File: config.mk
export PLATFORM = sky130hd
export DESIGN_NAME = id_ex_stage
export DESIGN_NICKNAME = d
export VERILOG_FILES = /design/src/rtl/id_ex_stage.sv
export SDC_FILE = /design/constraint.sdc
export NUM_CORES = 1
export LEC_CHECK = 0
export BUFFER_PORTS_ARGS = -buffer_cell sky130_fd_sc_hd__buf_2
export CAP_MARGIN = 20
export CORE_ASPECT_RATIO = 1.2
export CORE_MARGIN = 8
export CORE_UTILIZATION = 51
export DETAILED_ROUTE_END_ITERATION = 10
export PLACE_DENSITY = 0.82
export SYNTH_ARGS = -nofsm -noshare
export SYNTH_HDL_FRONTEND = slang
export SYNTH_SLANG_ARGS = --single-unit
File: constraint.sdc
create_clock -name clk_i -period 3.1 [get_ports clk_i]
set_clock_uncertainty 0.05 [all_clocks]
set_input_delay 0.62 -clock clk_i [delete_from_list [all_inputs] [get_ports clk_i]]
set_output_delay 0.62 -clock clk_i [all_outputs]
set_load 0.01 [all_outputs]
File: src/rtl/id_ex_stage.sv
// id_ex_stage: ID/EX pipeline register with operand forwarding, load-use detection, stall/flush/bubble control
module id_ex_stage #(
    parameter int XLEN = 32,
    parameter int RA_W = 5
) (
    input  logic            clk_i,
    input  logic            rst_ni,
    input  logic            id_valid_i,
    output logic            id_ready_o,
    input  logic [XLEN-1:0] id_pc_i,
    input  logic [XLEN-1:0] id_rs1_data_i,
    input  logic [XLEN-1:0] id_rs2_data_i,
    input  logic [XLEN-1:0] id_imm_i,
    input  logic [RA_W-1:0] id_rs1_addr_i,
    input  logic [RA_W-1:0] id_rs2_addr_i,
    input  logic [RA_W-1:0] id_rd_addr_i,
    input  logic            id_use_rs1_i,
    input  logic            id_use_rs2_i,
    input  logic [3:0]      id_alu_op_i,
    input  logic [1:0]      id_src_a_sel_i,
    input  logic            id_src_b_sel_i,
    input  logic            id_reg_write_i,
    input  logic            id_mem_read_i,
    input  logic            id_mem_write_i,
    input  logic            ex_stall_i,
    input  logic            flush_i,
    input  logic            exm_reg_write_i,
    input  logic [RA_W-1:0] exm_rd_addr_i,
    input  logic [XLEN-1:0] exm_result_i,
    input  logic            mwb_reg_write_i,
    input  logic [RA_W-1:0] mwb_rd_addr_i,
    input  logic [XLEN-1:0] mwb_result_i,
    output logic            ex_valid_o,
    output logic [XLEN-1:0] alu_operand_a_o,
    output logic [XLEN-1:0] alu_operand_b_o,
    output logic [3:0]      alu_op_o,
    output logic [XLEN-1:0] ex_store_data_o,
    output logic [XLEN-1:0] ex_pc_o,
    output logic [RA_W-1:0] ex_rd_addr_o,
    output logic            ex_reg_write_o,
    output logic            ex_mem_read_o,
    output logic            ex_mem_write_o,
    output logic            load_use_stall_o
);

    logic            valid_q, valid_d;
    logic [XLEN-1:0] pc_q, pc_d, rs1_data_q, rs1_data_d, rs2_data_q, rs2_data_d, imm_q, imm_d;
    logic [RA_W-1:0] rs1_addr_q, rs1_addr_d, rs2_addr_q, rs2_addr_d, rd_addr_q, rd_addr_d;
    logic            use_rs1_q, use_rs1_d, use_rs2_q, use_rs2_d;
    logic [3:0]      alu_op_q, alu_op_d;
    logic [1:0]      src_a_q, src_a_d;
    logic            src_b_q, src_b_d;
    logic            reg_write_q, reg_write_d, mem_read_q, mem_read_d, mem_write_q, mem_write_d;
    logic [XLEN-1:0] fwd_rs1, fwd_rs2;

    // Forwarding: EX/MEM beats MEM/WB, x0 never forwards
    always_comb begin
        fwd_rs1 = (exm_reg_write_i && exm_rd_addr_i == rs1_addr_q && rs1_addr_q != '0) ? exm_result_i :
                  (mwb_reg_write_i && mwb_rd_addr_i == rs1_addr_q && rs1_addr_q != '0) ? mwb_result_i : rs1_data_q;
        fwd_rs2 = (exm_reg_write_i && exm_rd_addr_i == rs2_addr_q && rs2_addr_q != '0) ? exm_result_i :
                  (mwb_reg_write_i && mwb_rd_addr_i == rs2_addr_q && rs2_addr_q != '0) ? mwb_result_i : rs2_data_q;
    end

    // ALU operand selection, hazard detection and valid-gated controls
    always_comb begin
        alu_operand_a_o  = (src_a_q == 2'b00) ? fwd_rs1 : (src_a_q == 2'b01) ? pc_q : '0;
        alu_operand_b_o  = src_b_q ? imm_q : fwd_rs2;
        ex_store_data_o  = fwd_rs2;
        alu_op_o         = alu_op_q;
        ex_pc_o          = pc_q;
        ex_rd_addr_o     = rd_addr_q;
        ex_valid_o       = valid_q;
        ex_reg_write_o   = valid_q & reg_write_q;
        ex_mem_read_o    = valid_q & mem_read_q;
        ex_mem_write_o   = valid_q & mem_write_q;
        load_use_stall_o = ex_valid_o & ex_mem_read_o & (rd_addr_q != '0) & id_valid_i &
                           ((id_use_rs1_i & (id_rs1_addr_i == rd_addr_q)) |
                            (id_use_rs2_i & (id_rs2_addr_i == rd_addr_q)));
        id_ready_o       = !ex_stall_i & !load_use_stall_o & !flush_i;
    end

    // Next state: flush, then stall (refresh operand data), then bubble, then capture
    always_comb begin
        valid_d     = valid_q;
        pc_d        = pc_q;
        rs1_data_d  = rs1_data_q;
        rs2_data_d  = rs2_data_q;
        imm_d       = imm_q;
        rs1_addr_d  = rs1_addr_q;
        rs2_addr_d  = rs2_addr_q;
        rd_addr_d   = rd_addr_q;
        use_rs1_d   = use_rs1_q;
        use_rs2_d   = use_rs2_q;
        alu_op_d    = alu_op_q;
        src_a_d     = src_a_q;
        src_b_d     = src_b_q;
        reg_write_d = reg_write_q;
        mem_read_d  = mem_read_q;
        mem_write_d = mem_write_q;
        if (flush_i || (!ex_stall_i && load_use_stall_o)) begin
            valid_d     = 1'b0;
            reg_write_d = 1'b0;
            mem_read_d  = 1'b0;
            mem_write_d = 1'b0;
        end else if (ex_stall_i) begin
            rs1_data_d = fwd_rs1;
            rs2_data_d = fwd_rs2;
        end else begin
            valid_d     = id_valid_i;
            pc_d        = id_pc_i;
            rs1_data_d  = id_rs1_data_i;
            rs2_data_d  = id_rs2_data_i;
            imm_d       = id_imm_i;
            rs1_addr_d  = id_rs1_addr_i;
            rs2_addr_d  = id_rs2_addr_i;
            rd_addr_d   = id_rd_addr_i;
            use_rs1_d   = id_use_rs1_i;
            use_rs2_d   = id_use_rs2_i;
            alu_op_d    = id_alu_op_i;
            src_a_d     = id_src_a_sel_i;
            src_b_d     = id_src_b_sel_i;
            reg_write_d = id_reg_write_i;
            mem_read_d  = id_mem_read_i;
            mem_write_d = id_mem_write_i;
        end
    end

    // Stage registers, cleared asynchronously
    always_ff @(posedge clk_i or negedge rst_ni) begin
        if (!rst_ni) begin
            valid_q     <= 1'b0;
            pc_q        <= '0;
            rs1_data_q  <= '0;
            rs2_data_q  <= '0;
            imm_q       <= '0;
            rs1_addr_q  <= '0;
            rs2_addr_q  <= '0;
            rd_addr_q   <= '0;
            use_rs1_q   <= 1'b0;
            use_rs2_q   <= 1'b0;
            alu_op_q    <= '0;
            src_a_q     <= '0;
            src_b_q     <= 1'b0;
            reg_write_q <= 1'b0;
            mem_read_q  <= 1'b0;
            mem_write_q <= 1'b0;
        end else begin
            valid_q     <= valid_d;
            pc_q        <= pc_d;
            rs1_data_q  <= rs1_data_d;
            rs2_data_q  <= rs2_data_d;
            imm_q       <= imm_d;
            rs1_addr_q  <= rs1_addr_d;
            rs2_addr_q  <= rs2_addr_d;
            rd_addr_q   <= rd_addr_d;
            use_rs1_q   <= use_rs1_d;
            use_rs2_q   <= use_rs2_d;
            alu_op_q    <= alu_op_d;
            src_a_q     <= src_a_d;
            src_b_q     <= src_b_d;
            reg_write_q <= reg_write_d;
            mem_read_q  <= mem_read_d;
            mem_write_q <= mem_write_d;
        end
    end

endmodule

* After elaboration in Yosys (flattened, before gate mapping)
Index checks and enable logic that the tools add are counted.
** Cells by class
- Bitwise operators :: 14
- Order comparisons :: 0
- Muxes and demuxes :: 17
- Div/mod/pow operators :: 0
- Shift operators :: 0
- Add/sub/neg operators :: 0
- Multipliers :: 0
- Equal/unequal tests :: 8
- Reduce and logical (&&, ||, !) cells :: 18
** Operator list (number)
- $mux 32 :: 9
- $eq 5x5->1 :: 6
- $reduce_bool 5->1 :: 3
- $and 1x1->1 :: 11
- $logic_and 1x1->1 :: 9
- $mux 1 :: 8
- $logic_not 1->1 :: 3
- $eq 2x1->1 const B :: 1
- $logic_not 2->1 :: 1
- $ne 2x1->1 const B :: 1
- $not 1->1 :: 2
- $reduce_and 2->1 :: 1
- $logic_or 1x1->1 :: 1
- $or 1x1->1 :: 1
** Word-level totals
- Register bits :: 154
- Word-level logic and storage cells :: 71
- RAM bits :: 0
- Input bits :: 236
- Latch bits :: 0
- Memory bits (read-only) :: 0
- Memories :: 0

* Logic depth before layout (Yosys ltp)
- Depth after elaboration :: 9
- Depth in mapped cells :: 10
- Gate-level depth less buffers :: 7

* Least setup slack after synthesis
Ideal clock, no wire load.
- Kind :: input to output
- From :: input port mwb_rd_addr_i[4]
- To :: output port alu_operand_b_o[0]
- Arrival :: 2434 ps
- Buffers on the path :: 2
- Required time :: 2430 ps
- Stages :: 7
- Path slack :: -4 ps
- Cell sequence :: xor2_1 -> or4b_1 -> buf_2 -> clkbuf_2 -> or3_1 -> a31oi_1 -> mux2_2
** Between the ends
- Longest elaborated chain between the ends :: 6
** Ends and longest elaborated chain
- start, declared :: line 31 : input logic [RA_W-1:0] mwb_rd_addr_i,
- $eq 5x5->1 :: line 61 : (mwb_reg_write_i && mwb_rd_addr_i == rs2_addr_q && rs2_addr_q != '0) ? mwb_result_i : rs2_data_q;
- $logic_and 1x1->1 (2 in series) :: line 61
- $mux 32 :: line 61
- $mux 32 :: line 60 : fwd_rs2 = (exm_reg_write_i && exm_rd_addr_i == rs2_addr_q && rs2_addr_q != '0) ? exm_result_i :
- net ex_store_data_o[0] :: line 37 : output logic [XLEN-1:0] ex_store_data_o,
- $mux 32 :: line 67 : alu_operand_b_o = src_b_q ? imm_q : fwd_rs2;
- end, declared :: line 35 : output logic [XLEN-1:0] alu_operand_b_o,
The timed path passes the listed nets, and every way through them passes these cells.

* Worst setup path after layout
- From :: register rs2_addr_q[0]
- To :: output port alu_operand_b_o[1]
** Between the ends
- Longest elaborated chain between the ends :: 6
- Elaborated cells on any way between the ends :: 10
- Those cells by class :: 2 x eq/ne; 3 x mux; 5 x reduce/logical
** Ends and longest elaborated chain
- start, declared :: line 48 : logic [RA_W-1:0] rs1_addr_q, rs1_addr_d, rs2_addr_q, rs2_addr_d, rd_addr_q, rd_addr_d;
- start signal, assigned :: line 154 : rs2_addr_q <= rs2_addr_d;
- $eq 5x5->1 :: line 61
- $logic_and 1x1->1 (2 in series) :: line 61
- $mux 32 :: line 61
- $mux 32 * :: line 60
- $mux 32 * :: line 67
Mark *: on every way between the ends. The rest lies on a longest branch, timed or not.

==> impl_metrics.csv <==
group,metric,value,unit
status,status,"complete, but fails checks",
status,violations,"negative setup slack",
setup_path,crit_arrival,3.21,ns
die,start_util,0.5182,
setup_path,path_cells,"buf_4 -> xnor2_1 -> nand4_1 -> buf_4 -> nor3_1 -> a31oi_4 -> mux2_2 -> buf_2",
drt,route.vias.total,12080,
logic_synthesis,yosys.area_share.simple,0.1848,
logic_synthesis,ys_ff_latch,154,
setup_path,cp_common_cell,"buf_4",
drt,wl,51.86,mm
placed_design,dp_cells,1687,
pwr,p_total,7.929,mW
global_route,antenna_found_initial,14,
drt,dr.pass1.iters,9,
die,die_area,0.02465,mm^2
timing,setup_ws,-0.7837,ns
clocking,cts_made_buffers,17,
pwr,ir_worst_vdd,0.0004149,V
logic_synthesis,yosysMostFrequentCell,"dfrtp_1",
clocking,cts_sinks,154,
logic_synthesis,synth_fa_ha_area_frac,0,
drt,ant_nets,0,
drt,drt_iter0_drc,1823,
logic_synthesis,yosysSeqAreaShare,0.3804,
setup_path,start_kind,"register",
timing,max_slew_margin,0.1514,
timing,fin_worst_hold_slack,0.1277,ns
die,ioPinCount,379,
timing,tightest_slew,1.263,ns
logic_synthesis,synth.distinct_cells,50,
logic_synthesis,yosys-top-cells-area,"dfrtp_1, mux2_2, nand2_1, a311o_1, mux2_1",
drt,viasPerCell,6.649,
logic_synthesis,synth-compound-area-share,0.1908,
cells_and_area,layout.cells.non_filler,1817,
cells_and_area,final_layout_size_suffix_gt1_frac,0.5621,
drt,wire_per_inst,28.54,um
logic_synthesis,netlist_instances,1069,
global_route,track_usage,0.3771,
die,die_w,144.7,um
setup_path,required,2.43,ns
placed_design,hpwl,31.53,mm
logic_synthesis,synth.area.mux_share,0.1609,
clocking,path_clk_slew,0.07,ns
placed_design,dp_slack,-0.3677,ns
clocking,clockRootBuffer,"clkbuf_16",
setup_path,cp_max_fo,23,
logic_synthesis,synth_enable_flop_cells,0,
placed_design,io_buffers,378,
timing,max_freq,257.5,MHz
setup_path,startpoint,"rs2_addr_q[0]",
logic_synthesis,netlist_area,0.01013,mm^2
timing,final-setup-viol-count,97,
global_route,grt_pass1_wl,70.37,mm
global_route,overflow,0,
run,max_cap_viol_count,0,
die,core_region_area,0.01955,mm^2
die,rows,56,
logic_synthesis,async_reset_ff_frac,1.000,
cells_and_area,nNetsFinal,1769,
drt,drc_errors,0,
placed_design,place_congestion,0.9233,
timing,min_period,3.884,ns
setup_path,cp_num_buf_inv,3,
logic_synthesis,dominantRegCellSynth,"dfrtp_1",
timing,tns,-33.64,ns
setup_path,cpLargestDelayFamily,"simple AND/OR/NAND/NOR gates",
logic_synthesis,syn_area_per_cell,9.476,um^2
global_route,grt_pass1_vias,11930,
logic_synthesis,syn_nets,1305,
setup_path,reg2reg_from,"rs2_addr_q[0]",
logic_synthesis,synth_top_family_by_area,"compound AO/OA/AOI/OAI gates",
logic_synthesis,synth_xor_area_frac,0.02594,
clocking,cts_max_path_buffers,2,
logic_synthesis,synth_top_cells_by_count,"dfrtp_1, nand2_1, mux2_2",
global_route,grt_max_degree,64,
cells_and_area,fin_util,0.7954,
setup_path,cp-end-kind,"output pin",
logic_synthesis,synth_area_leader_cell,"dfrtp_1",
pwr,cellPowerDensity,509.9,mW/mm^2
clocking,ctsHoldBuffers,0,
logic_synthesis,ys.warnings.count,0,
clocking,htreeDepth,4,
setup_path,cpPeakStageDelay,1.03,ns
setup_path,crit_slowest_cell,"nor3_1",
timing,finalHoldViolCount,0,
timing,slew_viol_final,0,
clocking,insertion_delay,0.43,ns
pwr,p_leak,7.105,nW
timing,rsz0062_at_grt,"true",
logic_synthesis,synth_top_area_share,0.3804,
die,fp.dieH,170.4,um
timing,post-route-period-util,1.253,
cells_and_area,syn_to_final_growth,53.51,%
clocking,cts_tree,"done",
cells_and_area,fin_area,0.01555,mm^2
setup_path,crit_type,"register to output pin",
hold_path,worstHoldPathType,"input pin to asynchronous set/reset pin",
placed_design,postPlaceCellArea,0.01275,mm^2
-- cells by family after synthesis --
group	Yosys count
compound gates	236
xor+xnor	30
buf+inv	139
flops	154
mux	148
simple gates	362
-- worst reg2reg max path: stages (launching register included) --
cell	delay (ns)
dfrtp_2	0.43
buf_4	0.17
xnor2_1	0.13
nand4_1	0.22
buf_4	0.32
nor3_1	1.04
a31oi_4	0.03
buf_4	0.20
o22ai_1	0.64
nor3b_1	0.13
-- metal layers --
layer	routed length (um)	up-vias	track usage
li1	-	4868	-
met1	17150	5663	0.4330
met2	23480	1159	0.5951
met3	6995	384	0.1228
met4	4194	8	0.2407
met5	42	-	0
-- final timing paths --
check	end	slack [ns]	cells past startpoint
max	alu_operand_b_o[1]	-0.78	8
min	imm_q[7]	0.13	1
max reg2reg	rs2_data_q[1]	-0.40	9
min reg2reg	imm_q[9]	0.43	1
max in group asynchronous	ex_rd_addr_o[3]	2.07	2
min in group clk_i	imm_q[16]	0.35	2
-- sequential cells by signal (all words and copies together) (netlist names), 2 cells and up --
register,flops
rs2_addr_q,5
rs2_data_q,32
alu_op_o,4
ex_pc_o,32
rs1_addr_q,5
rs1_data_q,32
imm_q,32
src_a_q,2
ex_rd_addr_o,5
-- repair_timing --
action	4_1_cts	5_1_grt
gates resized for setup	154	146
buffers inserted	43	32
setup endpoints to repair	97	97
pin swaps	74	76
gates cloned	19	7
-- placed cells by master (no fill, tap or decap), drive strengths merged, types with 4 or more instances in the layout --
master and instances:
a21oi 49, and2 4, nor3 52, a31oi 61, mux2 119, xnor2 21, o21ai 32, diode 10
or3 51, a311o 43, nand3 4, nor3b 21, xor2 9, mux2i 29, clkinvlp 4, inv 35
o22ai 22, clkinv 8, nand2 117, clkbuf 26, nor4 23, or4 4, nor2 76, buf 541
dfrtp 154, o221a 18, nand4 4
-- layout make-up --
type | instances | area, um^2
clock buffers | 19 | 442.9
flip-flops and latches | 154 | 3865
inverters | 35 | 131.4
clock inverters | 13 | 122.6
diodes | 10 | 25.02
repair buffers | 549 | 4139
well taps | 261 | 326.6
fillers | 1108 | 3999
multi-input cells | 776 | 6497
-- report_power, final --
group,switching [mW],internal (mW),total (mW)
registers,0.299,2.30,2.60
clock network,0.938,1.13,2.07
logic,1.64,1.61,3.26
Note: power is estimated with default switching activity, not from simulation.
